$ cat config.mk
export PLATFORM = sky130hd
export DESIGN_NAME = psram_port_arbiter
export DESIGN_NICKNAME = d
export VERILOG_FILES = /design/src/rtl/psram_port_arbiter.sv
export SDC_FILE = /design/constraint.sdc
export NUM_CORES = 1
export LEC_CHECK = 0
export CORE_ASPECT_RATIO = 0.8
export CORE_MARGIN = 3
export CORE_UTILIZATION = 25
export CTS_BUF_LIST = sky130_fd_sc_hd__clkbuf_8 sky130_fd_sc_hd__clkbuf_16
export DETAILED_ROUTE_END_ITERATION = 8
export RECOVER_POWER = 50
export SYNTH_ARGS = -nofsm -noshare
export SYNTH_HDL_FRONTEND = slang
export SYNTH_SLANG_ARGS = --single-unit
$ cat constraint.sdc
create_clock -name mclk -period 6.85 [get_ports mclk]
set_input_delay 0.685 -clock mclk [delete_from_list [all_inputs] [get_ports mclk]]
set_output_delay 0.685 -clock mclk [all_outputs]
set_load 0.03 [all_outputs]
$ cat src/rtl/psram_port_arbiter.sv
// Two-port arbiter for the single PSRAM access port.
// Port 0 is the CPU bus and port 1 the DMA side. One transaction is granted
// at a time, the command level is held for HOLD_CYCLES, and both levels are
// kept low for GUARD_CYCLES so the PSRAM sequencer can return to idle.
`timescale 1ns/1ps
module psram_port_arbiter #(
  parameter int HOLD_CYCLES  = 24,
  parameter int GUARD_CYCLES = 4,
  parameter int ROUND_ROBIN  = 1
) (
  input  logic        mclk,
  input  logic        rst,
  input  logic        ram_init,
  input  logic        p0_req,
  input  logic        p0_we,
  input  logic        p0_byte,
  input  logic [21:0] p0_addr,
  input  logic [15:0] p0_wdata,
  output logic        p0_ack,
  output logic [15:0] p0_rdata,
  input  logic        p1_req,
  input  logic        p1_we,
  input  logic        p1_byte,
  input  logic [21:0] p1_addr,
  input  logic [15:0] p1_wdata,
  output logic        p1_ack,
  output logic [15:0] p1_rdata,
  output logic        ram_read,
  output logic        ram_write,
  output logic        ram_byte,
  output logic [21:0] ram_addr,
  output logic [15:0] ram_wdata,
  input  logic [15:0] ram_rdata,
  output logic        busy
);

  localparam int MAX_CYCLES = (HOLD_CYCLES > GUARD_CYCLES) ? HOLD_CYCLES : GUARD_CYCLES;
  localparam int CW         = $clog2(MAX_CYCLES + 1);

  typedef enum logic [1:0] {IDLE, ACCESS, RECOVER} state_t;

  state_t          state, state_next;
  logic [CW-1:0]   cnt;
  logic            grant_valid;
  logic            grant_port;
  logic            cur_port;
  logic            cur_we;
  logic            last_port;
  logic            access_done;
  logic            recover_done;

  assign access_done  = (state == ACCESS)  && (cnt == '0);
  assign recover_done = (state == RECOVER) && (cnt == '0);

  // Arbitration: pick the winner among active requests while calibrated.
  always_comb begin
    grant_valid = ram_init && (p0_req || p1_req);
    if (p0_req && p1_req)
      grant_port = (ROUND_ROBIN != 0) ? ~last_port : 1'b0;
    else
      grant_port = p1_req;
  end

  // State register.
  always_ff @(posedge mclk or posedge rst) begin
    if (rst) state <= IDLE;
    else     state <= state_next;
  end

  // Next-state logic.
  always_comb begin
    state_next = state;
    case (state)
      IDLE:    if (grant_valid)  state_next = ACCESS;
      ACCESS:  if (access_done)  state_next = RECOVER;
      RECOVER: if (recover_done) state_next = IDLE;
      default: state_next = IDLE;
    endcase
  end

  // Command levels derive from state so a reset drops them immediately.
  always_comb begin
    ram_read  = (state == ACCESS) && !cur_we;
    ram_write = (state == ACCESS) &&  cur_we;
    busy      = (state != IDLE);
  end

  // Window counter: HOLD_CYCLES in ACCESS, GUARD_CYCLES in RECOVER.
  always_ff @(posedge mclk or posedge rst) begin
    if (rst) begin
      cnt <= '0;
    end else if (state == IDLE && grant_valid) begin
      cnt <= CW'(HOLD_CYCLES - 1);
    end else if (access_done) begin
      cnt <= CW'(GUARD_CYCLES - 1);
    end else if (cnt != '0) begin
      cnt <= cnt - 1'b1;
    end
  end

  // Latch the winner's command fields on the grant edge; held until next grant.
  always_ff @(posedge mclk or posedge rst) begin
    if (rst) begin
      cur_port  <= 1'b0;
      cur_we    <= 1'b0;
      ram_byte  <= 1'b0;
      ram_addr  <= '0;
      ram_wdata <= '0;
    end else if (state == IDLE && grant_valid) begin
      cur_port  <= grant_port;
      cur_we    <= grant_port ? p1_we    : p0_we;
      ram_byte  <= grant_port ? p1_byte  : p0_byte;
      ram_addr  <= grant_port ? p1_addr  : p0_addr;
      ram_wdata <= grant_port ? p1_wdata : p0_wdata;
    end
  end

  // Completion: ack pulse, read-data capture and round-robin update.
  always_ff @(posedge mclk or posedge rst) begin
    if (rst) begin
      p0_ack    <= 1'b0;
      p1_ack    <= 1'b0;
      p0_rdata  <= '0;
      p1_rdata  <= '0;
      last_port <= 1'b1;
    end else begin
      p0_ack <= access_done && !cur_port;
      p1_ack <= access_done &&  cur_port;
      if (access_done) begin
        last_port <= cur_port;
        if (!cur_we) begin
          if (cur_port) p1_rdata <= ram_rdata;
          else          p0_rdata <= ram_rdata;
        end
      end
    end
  end

endmodule

==> reports/metrics.cfg <==
[outcome]
outcome = completed

[critical_path]
max_stage_delay_ns = 1.02
critPathArrivalTime_ns = 3.58
cp-start-kind = flip-flop
required_ns = 7.07
path_class = reg -> reg
worst_path_max_delay_cell = nand4b_1
r2r_cells = 5
r2r_start = cnt[0]
crit_start = cnt[0]
crit_chain = inv_1, ha_1, nor4b_1, nand4b_1, mux2_2
end_kind = flip-flop
crit_fanout = 16

[power]
powerDensity_mw_per_mm2 = 461
pwr-share-clk_pct = 20.5
switching_share_pct = 37.1
p_seq_share_pct = 31.1
p_int_mw = 1.74
peakVddDrop_v = 0.000186
combPwrFrac_pct = 48.4
power.leakage_nw = 2.46
power.switching_mw = 1.03
power.total_mw = 2.77

[cts]
path_clk_slew_ns = 0.06
cts_buffer_depth = 2
cts_setup_buffers = 0
clock_sinks = 83
cts_resized = 0
cts_tree = built
cts_inserted_buffers = 9
htreeDepth = 3
worstSkewPairLatency_ns = 0.34
cts_root_buf = clkbuf_16
hold_buffers = 0

[synthesis]
syn_nets = 348
synth_area_mm2 = 0.00370
ys.warnings.count = 0
async_flop_share_pct = 100
synth_edf_count = 0
yosysUniqueCellTypes = 30
synth_seq_area_share_pct = 56.2
synth_area_leaders = dfrtp_1, mux2_2, mux2_4
avgSynthCellArea_um2 = 15.0
ys_ff_latch = 83
ys.flop_type = dfrtp_1
postSynthCellCount = 246
synth_top_area_share_pct = 55.5
yosysTopAreaCell = dfrtp_1

[routing]
firstDrtPassIters = 4
postRouteWirelength_mm = 9.57
via_count = 2661
drtIter0Drc = 56
final_antenna_net_count = 0
detail_route.wl_per_cell_um = 15.6
drc = 0
via_per_inst = 4.35

[floorplanning]
core-area_mm2 = 0.0144
rows = 39
fp.dieW_um = 142
pin_count = 177
die_y_um = 115
initial_core_util_pct = 25.7
die-area_mm2 = 0.0163

[finish]
nNetsFinal = 525
final_cell_count_no_fill = 612
syn2layout_area_growth_pct = 62.2
drive_gt1_share_pct = 32.0
antenna_cells = 0
fillers = 1342

[timing]
skew_ns = 0.00415
tightest_slew_ns = 1.11
period_minus_slack_ns = 3.37
hold_viol_final = 0
slew_violations = 0
fin_setup_tns_ns = 0
rsz0062_at_grt = no
setup_violations = 0
fmax_ghz = 0.297
holdWs_ns = 0.501
maxSlewHeadroom_pct = 25.1
fin_crit_sh_pct = 49.1

[place]
gp_congestion = 0.691
dp_hpwl_mm = 7.18
place_inst = 596
numPortBuffers = 176

[global_routing]
gr-usage-all-layers_pct = 12.1
grt_overflow = 0
grt_max_degree = 84
grt_pass1_vias = 2963
grt_pass1_wl_mm = 15.3
antenna_found_initial = 0

[min_path]
hold_depth = 1
hp-start = p0_rdata[12]
hold_class = reg -> reg

[run]
maxCapViolCount = 0

## synthesized netlist by cell type, types with 2 or more instances
cell type / count
clkbuf_1: 9
dfrtp_1: 82
inv_1: 4
mux2_2: 103
mux2_4: 10
nand2_1: 3
nor2_1: 3
nor3_1: 4
o21ai_0: 6
xnor2_1: 2
## layout make-up
class | instances | area (µm²) | area share (%)
clock buffers | 11 | 253 | 4.21
well taps | 184 | 230 | 3.84
multi-input cells | 147 | 1540 | 25.7
inverters | 4 | 16.3 | 0.271
clock inverters | 5 | 101 | 1.69
repair buffers | 178 | 1780 | 29.6
flip-flops and latches | 83 | 2080 | 34.6
## critical path, delay by kind of cell (launching register included)
kind                       cells  cell delay (ns)
and+or+nand+nor                2             1.93
adders and majority gates      1             0.22
DFF                            1             0.40
muxes                          1             0.60
buffers and inverters          1             0.09
## worst paths after layout
path	end	slack [ns]
worst max-delay path	p1_rdata[7]	3.48
worst min-delay path	p0_rdata[12]	0.50
worst max register to register	p1_rdata[7]	3.48
worst min register to register	p0_rdata[12]	0.50
max in group asynchronous	ram_addr[16]	5.01
min in group asynchronous	p1_rdata[3]	1.14
## stage by stage
step | utilization, % | cell area [µm²] | setup slack, ns
after floorplan | - | 3700 | 4.03
after global placement | 39.3 | 5650 | 3.91
after detailed placement | 39.3 | 5650 | 3.90
after CTS | 41.7 | 6010 | 3.90
after global routing | 41.7 | 6000 | 3.17
final | 41.7 | 6000 | 3.48
## cell usage in the layout, fill, tap and decap left out
| master | n |
|---|---|
| o31ai_1 | 1 |
| clkinvlp_2 | 1 |
| and2_1 | 1 |
| nand4b_1 | 1 |
| a21boi_0 | 1 |
| clkbuf_16 | 9 |
| nand2b_1 | 1 |
| dfstp_2 | 1 |
| bufinv_16 | 3 |
| or4_4 | 1 |
| nor3b_1 | 1 |
| dfrtp_1 | 82 |
| nor3_1 | 4 |
| ha_1 | 1 |
| clkbuf_8 | 2 |
| nor2b_1 | 1 |
| a21boi_4 | 1 |
| a21o_1 | 1 |
| clkinvlp_4 | 1 |
| or2_2 | 1 |
| or4b_4 | 1 |
| o21a_2 | 1 |
| and3_1 | 1 |
| o21ai_0 | 6 |
| inv_1 | 4 |
| dlygate4sd3_1 | 31 |
| nor4b_1 | 1 |
| mux2_2 | 103 |
| mux2_4 | 10 |
| nand2_1 | 3 |
| clkdlybuf4s50_1 | 145 |
| nor2_1 | 3 |
| xnor2_1 | 2 |
| buf_4 | 2 |
## logic make-up after synthesis
logic type / synth area share, %
adders and majority gates: 0.338
AOI/OAI and AO/OA: 1.83
xor gates and xnor gates: 0.474
and+or+nand+nor: 3.52
buffers and inverters: 2.27
DFF: 56.2
muxes: 35.4
## metal layers
metal	part of all wire (%)	vias up	global-route usage, %
met5	0	-	0
met4	1.3	0	3.84
met3	7.1	9	5.20
met2	51	82	20.3
met1	41	1335	14.1
li1	-	1235	-
## power groups by stage
| stage | combinational (mW) | clock [mW] | sequential [mW] |
|---|---|---|---|
| 2_1_floorplan | 0.374 | 0 | 1.27 |
| 3_3_place_gp | 1.37 | 0 | 0.862 |
| 3_5_place_dp | 1.38 | 0 | 0.871 |
| 4_1_cts | 1.39 | 0.588 | 0.867 |
| 5_1_grt | 1.42 | 0.607 | 0.890 |
| 6_report | 1.34 | 0.568 | 0.860 |
## sequential cells by signal, summed over array words and instances (netlist names)
register   cells
last_port      1
p1_rdata      16
cur_we         1
p0_ack         1
cnt            5
p1_ack         1
cur_port       1
ram_addr      22
p0_rdata      16
state          2
ram_wdata     16
ram_byte       1
No activity file was read; power rests on OpenSTA's default activity.
